## src/rtl/lcu_stream_feeder.sv

```systemverilog
// lcu_stream_feeder: walks a 128x128 frame LCU by LCU, fetches each LCU's
// SAO parameter word, and streams the LCU's pixels through a small skid FIFO
// to the SAO stage under its busy back-pressure.
module lcu_stream_feeder #(
    parameter int IMG_W      = 128,
    parameter int FIFO_DEPTH = 4
) (
    input  logic        clk,
    input  logic        reset,
    input  logic        start,
    input  logic [1:0]  lcu_size_cfg,
    output logic        img_rd,
    output logic [13:0] img_addr,
    input  logic [7:0]  img_q,
    output logic        par_rd,
    output logic [5:0]  par_addr,
    input  logic [23:0] par_q,
    output logic        in_en,
    output logic [7:0]  din,
    output logic [1:0]  sao_type,
    output logic [4:0]  sao_band_pos,
    output logic        sao_eo_class,
    output logic [15:0] sao_offset,
    output logic [2:0]  lcu_x,
    output logic [2:0]  lcu_y,
    output logic [1:0]  lcu_size,
    input  logic        busy,
    output logic        done
);

    localparam int ROW_SHIFT = $clog2(IMG_W);
    localparam int PTR_W     = $clog2(FIFO_DEPTH);
    localparam int CNT_W     = PTR_W + 1;
    localparam logic [CNT_W-1:0] ISSUE_LIMIT = CNT_W'(FIFO_DEPTH - 2);

    typedef enum logic [2:0] {
        IDLE,
        PFETCH,
        PLATCH,
        STREAM,
        DRAIN,
        DONE
    } state_t;

    state_t state_q, state_d;

    logic [1:0]  sizeCfg_q;
    logic [2:0]  lcuX_q, lcuY_q;
    logic [5:0]  px_q, py_q;
    logic        rdPend_q;
    logic [7:0]  fifoMem_q [FIFO_DEPTH];
    logic [PTR_W-1:0] wrPtr_q, rdPtr_q;
    logic [CNT_W-1:0] occ_q;

    logic [1:0]  saoType_q;
    logic [4:0]  saoBand_q;
    logic        saoEo_q;
    logic [15:0] saoOffset_q;
    logic [2:0]  lcuXOut_q, lcuYOut_q;
    logic [1:0]  lcuSizeOut_q;

    logic [5:0]  sMax;
    logic [2:0]  nMax;
    logic [2:0]  lcuShift;
    logic [6:0]  rowPix, colPix;
    logic        accept, drainDone, lastRead, lastLcu, issueOk;

    // Decode the latched size code into pixel/LCU limits and the parameter index
    always_comb begin
        sMax     = 6'd63;
        nMax     = 3'd1;
        lcuShift = 3'd6;
        par_addr = {4'b0, lcuY_q[0], lcuX_q[0]};
        case (sizeCfg_q)
            2'd0: begin
                sMax     = 6'd15;
                nMax     = 3'd7;
                lcuShift = 3'd4;
                par_addr = {lcuY_q, lcuX_q};
            end
            2'd1: begin
                sMax     = 6'd31;
                nMax     = 3'd3;
                lcuShift = 3'd5;
                par_addr = {2'b0, lcuY_q[1:0], lcuX_q[1:0]};
            end
            default: ;
        endcase
    end

    assign rowPix    = (7'(lcuY_q) << lcuShift) + 7'(py_q);
    assign colPix    = (7'(lcuX_q) << lcuShift) + 7'(px_q);
    assign img_addr  = (14'(rowPix) << ROW_SHIFT) | 14'(colPix);

    assign in_en     = (occ_q != '0);
    assign din       = fifoMem_q[rdPtr_q];
    assign accept    = in_en && !busy;
    assign lastRead  = (px_q == sMax) && (py_q == sMax);
    assign lastLcu   = (lcuX_q == nMax) && (lcuY_q == nMax);
    assign issueOk   = (occ_q + CNT_W'(rdPend_q)) <= ISSUE_LIMIT;
    // Counting the beat accepted this very edge lets the FSM leave DRAIN without a spare cycle
    assign drainDone = !rdPend_q && ((occ_q == '0) || ((occ_q == CNT_W'(1)) && accept));

    assign sao_type     = saoType_q;
    assign sao_band_pos = saoBand_q;
    assign sao_eo_class = saoEo_q;
    assign sao_offset   = saoOffset_q;
    assign lcu_x        = lcuXOut_q;
    assign lcu_y        = lcuYOut_q;
    assign lcu_size     = lcuSizeOut_q;

    // State register
    always_ff @(posedge clk) begin
        if (reset) state_q <= IDLE;
        else       state_q <= state_d;
    end

    // Next-state logic for the per-LCU fetch/stream/drain sequence
    always_comb begin
        state_d = state_q;
        case (state_q)
            IDLE:    if (start) state_d = PFETCH;
            PFETCH:  state_d = PLATCH;
            PLATCH:  state_d = STREAM;
            STREAM:  if (img_rd && lastRead) state_d = DRAIN;
            DRAIN:   if (drainDone) state_d = lastLcu ? DONE : PFETCH;
            DONE:    state_d = IDLE;
            default: state_d = IDLE;
        endcase
    end

    // Strobes: reads are throttled so occupancy plus in-flight data never outruns the FIFO
    always_comb begin
        img_rd = 1'b0;
        par_rd = 1'b0;
        done   = 1'b0;
        case (state_q)
            PFETCH:  par_rd = 1'b1;
            STREAM:  img_rd = issueOk;
            DONE:    done   = 1'b1;
            default: ;
        endcase
    end

    // Frame position: size latch, LCU coordinates and pixel counters inside the LCU
    always_ff @(posedge clk) begin
        if (reset) begin
            sizeCfg_q <= '0;
            lcuX_q    <= '0;
            lcuY_q    <= '0;
            px_q      <= '0;
            py_q      <= '0;
        end else begin
            if (state_q == IDLE && start) begin
                sizeCfg_q <= lcu_size_cfg;
                lcuX_q    <= '0;
                lcuY_q    <= '0;
                px_q      <= '0;
                py_q      <= '0;
            end
            if (state_q == STREAM && img_rd) begin
                if (px_q == sMax) begin
                    px_q <= '0;
                    py_q <= (py_q == sMax) ? 6'd0 : py_q + 6'd1;
                end else begin
                    px_q <= px_q + 6'd1;
                end
            end
            if (state_q == DRAIN && drainDone && !lastLcu) begin
                if (lcuX_q == nMax) begin
                    lcuX_q <= '0;
                    lcuY_q <= lcuY_q + 3'd1;
                end else begin
                    lcuX_q <= lcuX_q + 3'd1;
                end
            end
        end
    end

    // Sideband registers only move in PLATCH, when no beat is waiting in the FIFO
    always_ff @(posedge clk) begin
        if (reset) begin
            saoType_q    <= '0;
            saoBand_q    <= '0;
            saoEo_q      <= 1'b0;
            saoOffset_q  <= '0;
            lcuXOut_q    <= '0;
            lcuYOut_q    <= '0;
            lcuSizeOut_q <= '0;
        end else if (state_q == PLATCH) begin
            saoType_q    <= par_q[23:22];
            saoBand_q    <= par_q[21:17];
            saoEo_q      <= par_q[16];
            saoOffset_q  <= par_q[15:0];
            lcuXOut_q    <= lcuX_q;
            lcuYOut_q    <= lcuY_q;
            lcuSizeOut_q <= sizeCfg_q;
        end
    end

    // Skid FIFO: image data lands one cycle after its read strobe, head leaves on each accepted beat
    always_ff @(posedge clk) begin
        if (reset) begin
            rdPend_q <= 1'b0;
            wrPtr_q  <= '0;
            rdPtr_q  <= '0;
            occ_q    <= '0;
            for (int i = 0; i < FIFO_DEPTH; i++) fifoMem_q[i] <= '0;
        end else begin
            rdPend_q <= img_rd;
            if (rdPend_q) begin
                fifoMem_q[wrPtr_q] <= img_q;
                wrPtr_q            <= wrPtr_q + PTR_W'(1);
            end
            if (accept) rdPtr_q <= rdPtr_q + PTR_W'(1);
            case ({rdPend_q, accept})
                2'b10:   occ_q <= occ_q + CNT_W'(1);
                2'b01:   occ_q <= occ_q - CNT_W'(1);
                default: ;
            endcase
        end
    end

endmodule

```

## config.mk

```make
export PLATFORM = sky130hd
export DESIGN_NAME = lcu_stream_feeder
export DESIGN_NICKNAME = d
export VERILOG_FILES = /design/src/rtl/lcu_stream_feeder.sv
export SDC_FILE = /design/constraint.sdc
export NUM_CORES = 1
export LEC_CHECK = 0
export ABC_AREA = 0
export CORE_ASPECT_RATIO = 0.8
export CORE_MARGIN = 3
export CORE_UTILIZATION = 43
export CTS_BUF_LIST = sky130_fd_sc_hd__clkbuf_8
export CTS_CLUSTER_DIAMETER = 200
export DETAILED_ROUTE_END_ITERATION = 10
export HOLD_SLACK_MARGIN = 0.12
export PLACE_DENSITY = 0.81
export SETUP_SLACK_MARGIN = 0.5
export SYNTH_ARGS = -nofsm -noshare
export SYNTH_HDL_FRONTEND = slang
export SYNTH_SLANG_ARGS = --single-unit
```

## constraint.sdc

```tcl
create_clock -name clk -period 5.25 [get_ports clk]
set_input_delay 1.05 -clock clk [delete_from_list [all_inputs] [get_ports clk]]
set_output_delay 1.05 -clock clk [all_outputs]
set_load 0.02 [all_outputs]
```

Word level (Yosys, flattened, before mapping)

Memory sizes are Yosys's and may differ from the RTL's. A register that Yosys moved wholly into a read port is not among the register bits.
Cells that the tools add are included.

$lt $le $gt $ge: 1
Reduce and logical (&&, ||, !) cells: 23
Shifts and indexed selects: 2
Mux-type cells: 36
Bitwise logic cells: 1
Equal/unequal tests: 16
Add/subtract/negate cells: 11

Operator list:

| operator            | count |
|---|---|
| $mux 6              | 7 |
| $mux 3              | 10 |
| $pmux 6 s2          | 2 |
| $pmux 3 s5          | 1 |
| $add 7x6->7         | 2 |
| $or 14x7->14        | 1 |
| $shl 3x3->7         | 2 |
| $add 6x1->6 const B | 2 |
| $eq 6x6->1          | 2 |
| $pmux 3 s2          | 2 |
| $logic_and 1x1->1   | 10 |
| $add 3x1->3 const B | 3 |
| $mux 1              | 9 |
| $mux 8              | 1 |
| $reduce_or 8->1     | 1 |
| $eq 3x1->1 const B  | 2 |
| $eq 3x2->1 const B  | 2 |
| $eq 3x3->1          | 2 |
| $eq 3x3->1 const B  | 2 |
| $logic_not 3->1     | 2 |
| $mux 2              | 3 |
| $ne 2x2->1 const B  | 3 |
| $reduce_bool 2->1   | 3 |
| $add 2x1->2 const B | 2 |
| 11 further kinds    | 14 |

Memories: 1
Input port bits: 38
Memory bits (writable): 32
Bits in registers: 63
Output and inout bits: 64

Memory list:

| name      | words | bits a word | rd ports | clocked after Yosys merged registers in | wr ports | line | source |
|---|---|---|---|---|---|---|---|
| fifoMem_q | 4     | 8           | 1        | 1                                       | 4        | 51   | `logic [7:0] fifoMem_q [FIFO_DEPTH];` |

Depth between registers and ports, before layout

Depth after elaboration: 8
Mapped depth: 9
Depth with buffers taken out: 8

Worst setup path after synthesis

No wires, ideal clock.

Path kind: register -> output
From: register sizeCfg_q[1]
To: output port img_addr[13]
Setup slack: 2,209 ps
Data arrival time: 1,991 ps
Path buffers: 2
Cell stages (with the launch flop): 8
Data required time: 4,200 ps
Cell sequence: dfxtp_1 -> buf_2 -> clkbuf_1 -> nor2_1 -> and2_1 -> ha_1 -> fa_1 -> xor2_1

Word-level cells in the longest chain between the ends: 5
Elaborated cells between the ends (all ways): 6
Classes of those cells: 1 x add/sub; 1 x eq/ne; 1 x shift; 1 x mux; 1 x bitwise; 1 x reduce/logical

RTL lines:

| item                                          | line | source |
|---|---|---|
| from (decl)                                   | 47   | `logic [1:0] sizeCfg_q;` |
| from (signal assigned)                        | 155  | `sizeCfg_q <= lcu_size_cfg;` |
| $eq 2x1->1 or $logic_not 2->1 (tied branches) | 74   | `case (sizeCfg_q)` |
| $pmux 2 s2 (*)                                | 74   |  |
| $shl 3x3->7 (*)                               | 91   | `assign rowPix = (7'(lcuY_q) << lcuShift) + 7'(py_q);` |
| $add 7x6->7 (*)                               | 91   |  |
| $or 14x7->14 (*)                              | 93   | `assign img_addr = (14'(rowPix) << ROW_SHIFT) \| 14'(colPix);` |
| to (decl)                                     | 13   | `output logic [13:0] img_addr,` |

Every way passes the cells marked *; elsewhere a longest branch is shown, timed or not.

Worst setup path in the final report

From: register sizeCfg_q[1]
To: output port img_addr[6]

Word-level cells in the longest chain between the ends: 5
Elaborated cells between the ends (all ways): 6
Classes of those cells: 1 x add/sub; 1 x eq/ne; 1 x shift; 1 x mux; 1 x bitwise; 1 x reduce/logical

RTL lines:

| item                                          | line | source |
|---|---|---|
| $eq 2x1->1 or $logic_not 2->1 (tied branches) | 74   |  |
| $pmux 2 s2 (*)                                | 74   |  |
| $shl 3x3->7 (*)                               | 92   | `assign colPix = (7'(lcuX_q) << lcuShift) + 7'(px_q);` |
| $add 7x6->7 (*)                               | 92   |  |
| $or 14x7->14 (*)                              | 93   |  |

Marks and branches as above.

==> flow_summary.toml <==
[sta]
max_freq_ghz = 0.251
setup_violations = 0
fin_worst_skew_ps = 16.1
rsz0062_at_grt = "no"
hold_violations = 0
tightest_slew_ps = 1120
finalCriticalPeriod_ps = 3990
tns_ps = 0
drv_slew = 0
max_slew_margin_pct = 25.5
final.period_utilization_pct = 76.0

[critical_path]
slowest_delay_ps = 740
arrival_ps = 2940
critical_path_class = "reg -> out"
crit_path_top_delay_cell = "dfxtp_1"
cp-start-kind = "flop"
required_ps = 4200
path_max_fanout = 20
end_kind = "output pin"
path_cells = "nor2_1, and2_1, ha_1, fa_1, xor2_1, clkdlybuf4s50_1"

[drt]
vias = 3576
firstDrtPassIters = 4
drt_wl_total_um = 10300
wl_per_cell_um = 14.7
ant_nets = 0
drt_iter0_drc = 267
via_per_inst = 5.08
drcViolationCount = 0

[cts]
postCtsSetupBuffers = 0
cts_resized = 0
cts_max_level = 3
clk_latency_ps = 370
cts-buffers-inserted = 9
cts.sinks = 97
postCtsHoldBufs = 0
cts_tree = "yes"
root_buffer = "clkbuf_8"
clockBufferDepth = 2
cts.reportedPaths.clkPinSlew_ps = 90

[synth]
syn-cell-area_um2 = 4600
synthCells = 481
synth_top_area_share_pct = 28.3
synthTopCellsByArea = "dfxtp_1 (28%), edfxtp_1 (21%), nand2_1 (6.9%)"
avgSynthCellArea_um2 = 9.57
ys.flop_type = "dfxtp_1"
synth_area_leader_cell = "dfxtp_1"
yosysUniqueCellTypes = 50
async_reset_ff_share_pct = 0
ys_warn_count = 0
synth_nets = 536
synth-edff-count = 32
ys_seq_elements = 97
ys_seq_area_share_pct = 49.1

[layout]
drive_above_1_share_pct = 6.38
design_area_um2 = 5820
num_antenna_cells = 0
final_cell_mix = "clkdlybuf4s50_1 (100), nand2_1 (85), dfxtp_1 (65)"
final_common_cell = "clkdlybuf4s50_1"
area.growth.synth_to_final_pct = 26.4
num-nets-final = 614

[place]
dpl.hpwl_um = 7310
place_area_um2 = 5620
gp_congestion = 0.787
io_buffers = 101

[pwr]
powerDensity_nw_per_um2 = 312
p_leak_nw = 2.12
peakVddDrop_mv = 0.199

[floorplanning]
die_x_um = 122
fp.dieArea_um2 = 12000
die_h_um = 98.6
start_util_pct = 44.4
rows = 33
ios = 102
core_area_um2 = 10400

[grt]
antenna_found_initial = 0
overflow = 0
grt.total_usage_pct = 17.7
grt_pass1_wl_um = 17000
grt_max_degree = 71
grt_pass1_vias = 3568

[job]
drv_cap = 0

[min_path]
hp-class = "reg -> reg"

[run_status]
status = "finished, final reports clean"
Yosys cell counts, types with 9 or more instances:
cell / number
nand2_1: 85
dfxtp_1: 65
a21oi_1: 54
and2_1: 37
edfxtp_1: 32
nor2_1: 24
clkbuf_1: 17
ha_1: 15
o21ai_0: 13
nand3_1: 10
nor3_1: 10
buf_4: 9
inv_1: 9
xor2_1: 9
per-layer routing:
metal	GRT usage [%]	share of wire (%)	vias to the layer above
li1	-	-	1796
met1	22.3	44	1650
met2	27.3	45	119
met3	7.80	9.8	11
met4	5.77	1.3	0
met5	0	0	-
state kept, by name (all words and copies together) (netlist names), 3 cells and up, named ones only:
register      cells
occ_q             3
state_q           3
fifoMem_q        32
lcu_x             3
sao_offset       16
py_q              6
lcuY_q            3
lcu_y             3
sao_band_pos      5
px_q              6
lcuX_q            3
power by group:
group / switching (mW) / internal (mW) / total (mW) / leakage [nW]
sequential: 0.0588 / 0.821 / 0.880 / 0.857
clock: 0.275 / 0.226 / 0.500 / 0.105
combinational: 0.225 / 0.211 / 0.436 / 1.16
metrics by stage:
stage          total power, mW  util (%)  setup slack [ps]  hold slack [ps]  cells
6_report                  1.82      56.2              1260              456    704
5_1_grt                   1.91      56.2              1020              477    704
4_1_cts                   1.83      56.2              1250              459    704
3_5_place_dp              1.33      54.3              1650              447    688
3_3_place_gp              1.32      54.3              1800              442    688
2_1_floorplan             1.17         -              2210              474    481
cells by family (layout without fill, tap and decap cells):
kind of cell | Yosys count | count (layout) | synth area share [%]
adders and majority gates | 17 | 17 | 4.95
AOI/OAI and AO/OA | 89 | 89 | 11.3
DFF | 97 | 97 | 49.1
xor gates and xnor gates | 13 | 13 | 2.47
buffers and inverters | 45 | 128 | 4.51
muxes | 16 | 16 | 5.68
and+or+nand+nor | 204 | 204 | 22.0
final cells by class:
class | count | area [µm²]
clock inverters | 7 | 75.1
clock buffers | 9 | 124
well taps | 140 | 175
multi-input cells | 339 | 2130
flip-flops and latches | 97 | 2260
fillers | 865 | 4540
repair buffers | 102 | 1010
inverters | 10 | 37.5
critical path, delay by kind of cell (launching register included):
kind                       cells  cell delay, ps
xor gates and xnor gates       1             200
adders and majority gates      2             560
buffers and inverters          1             630
DFF                            1             740
and+or+nand+nor                2             440
path summary, 6_finish.rpt:
| path | slack [ps] | from | depth (start not counted) | to |
|---|---|---|---|---|
| worst max-delay path | 1260 | sizeCfg_q[1] | 6 | img_addr[6] |
| worst min-delay path | 460 | sao_band_pos[2] | 2 | sao_band_pos[2] |
| worst max register to register | 2670 | sizeCfg_q[1] | 6 | lcuY_q[0] |
| worst min register to register | 460 | sao_band_pos[2] | 2 | sao_band_pos[2] |
Power figures use the tool's default switching activity.
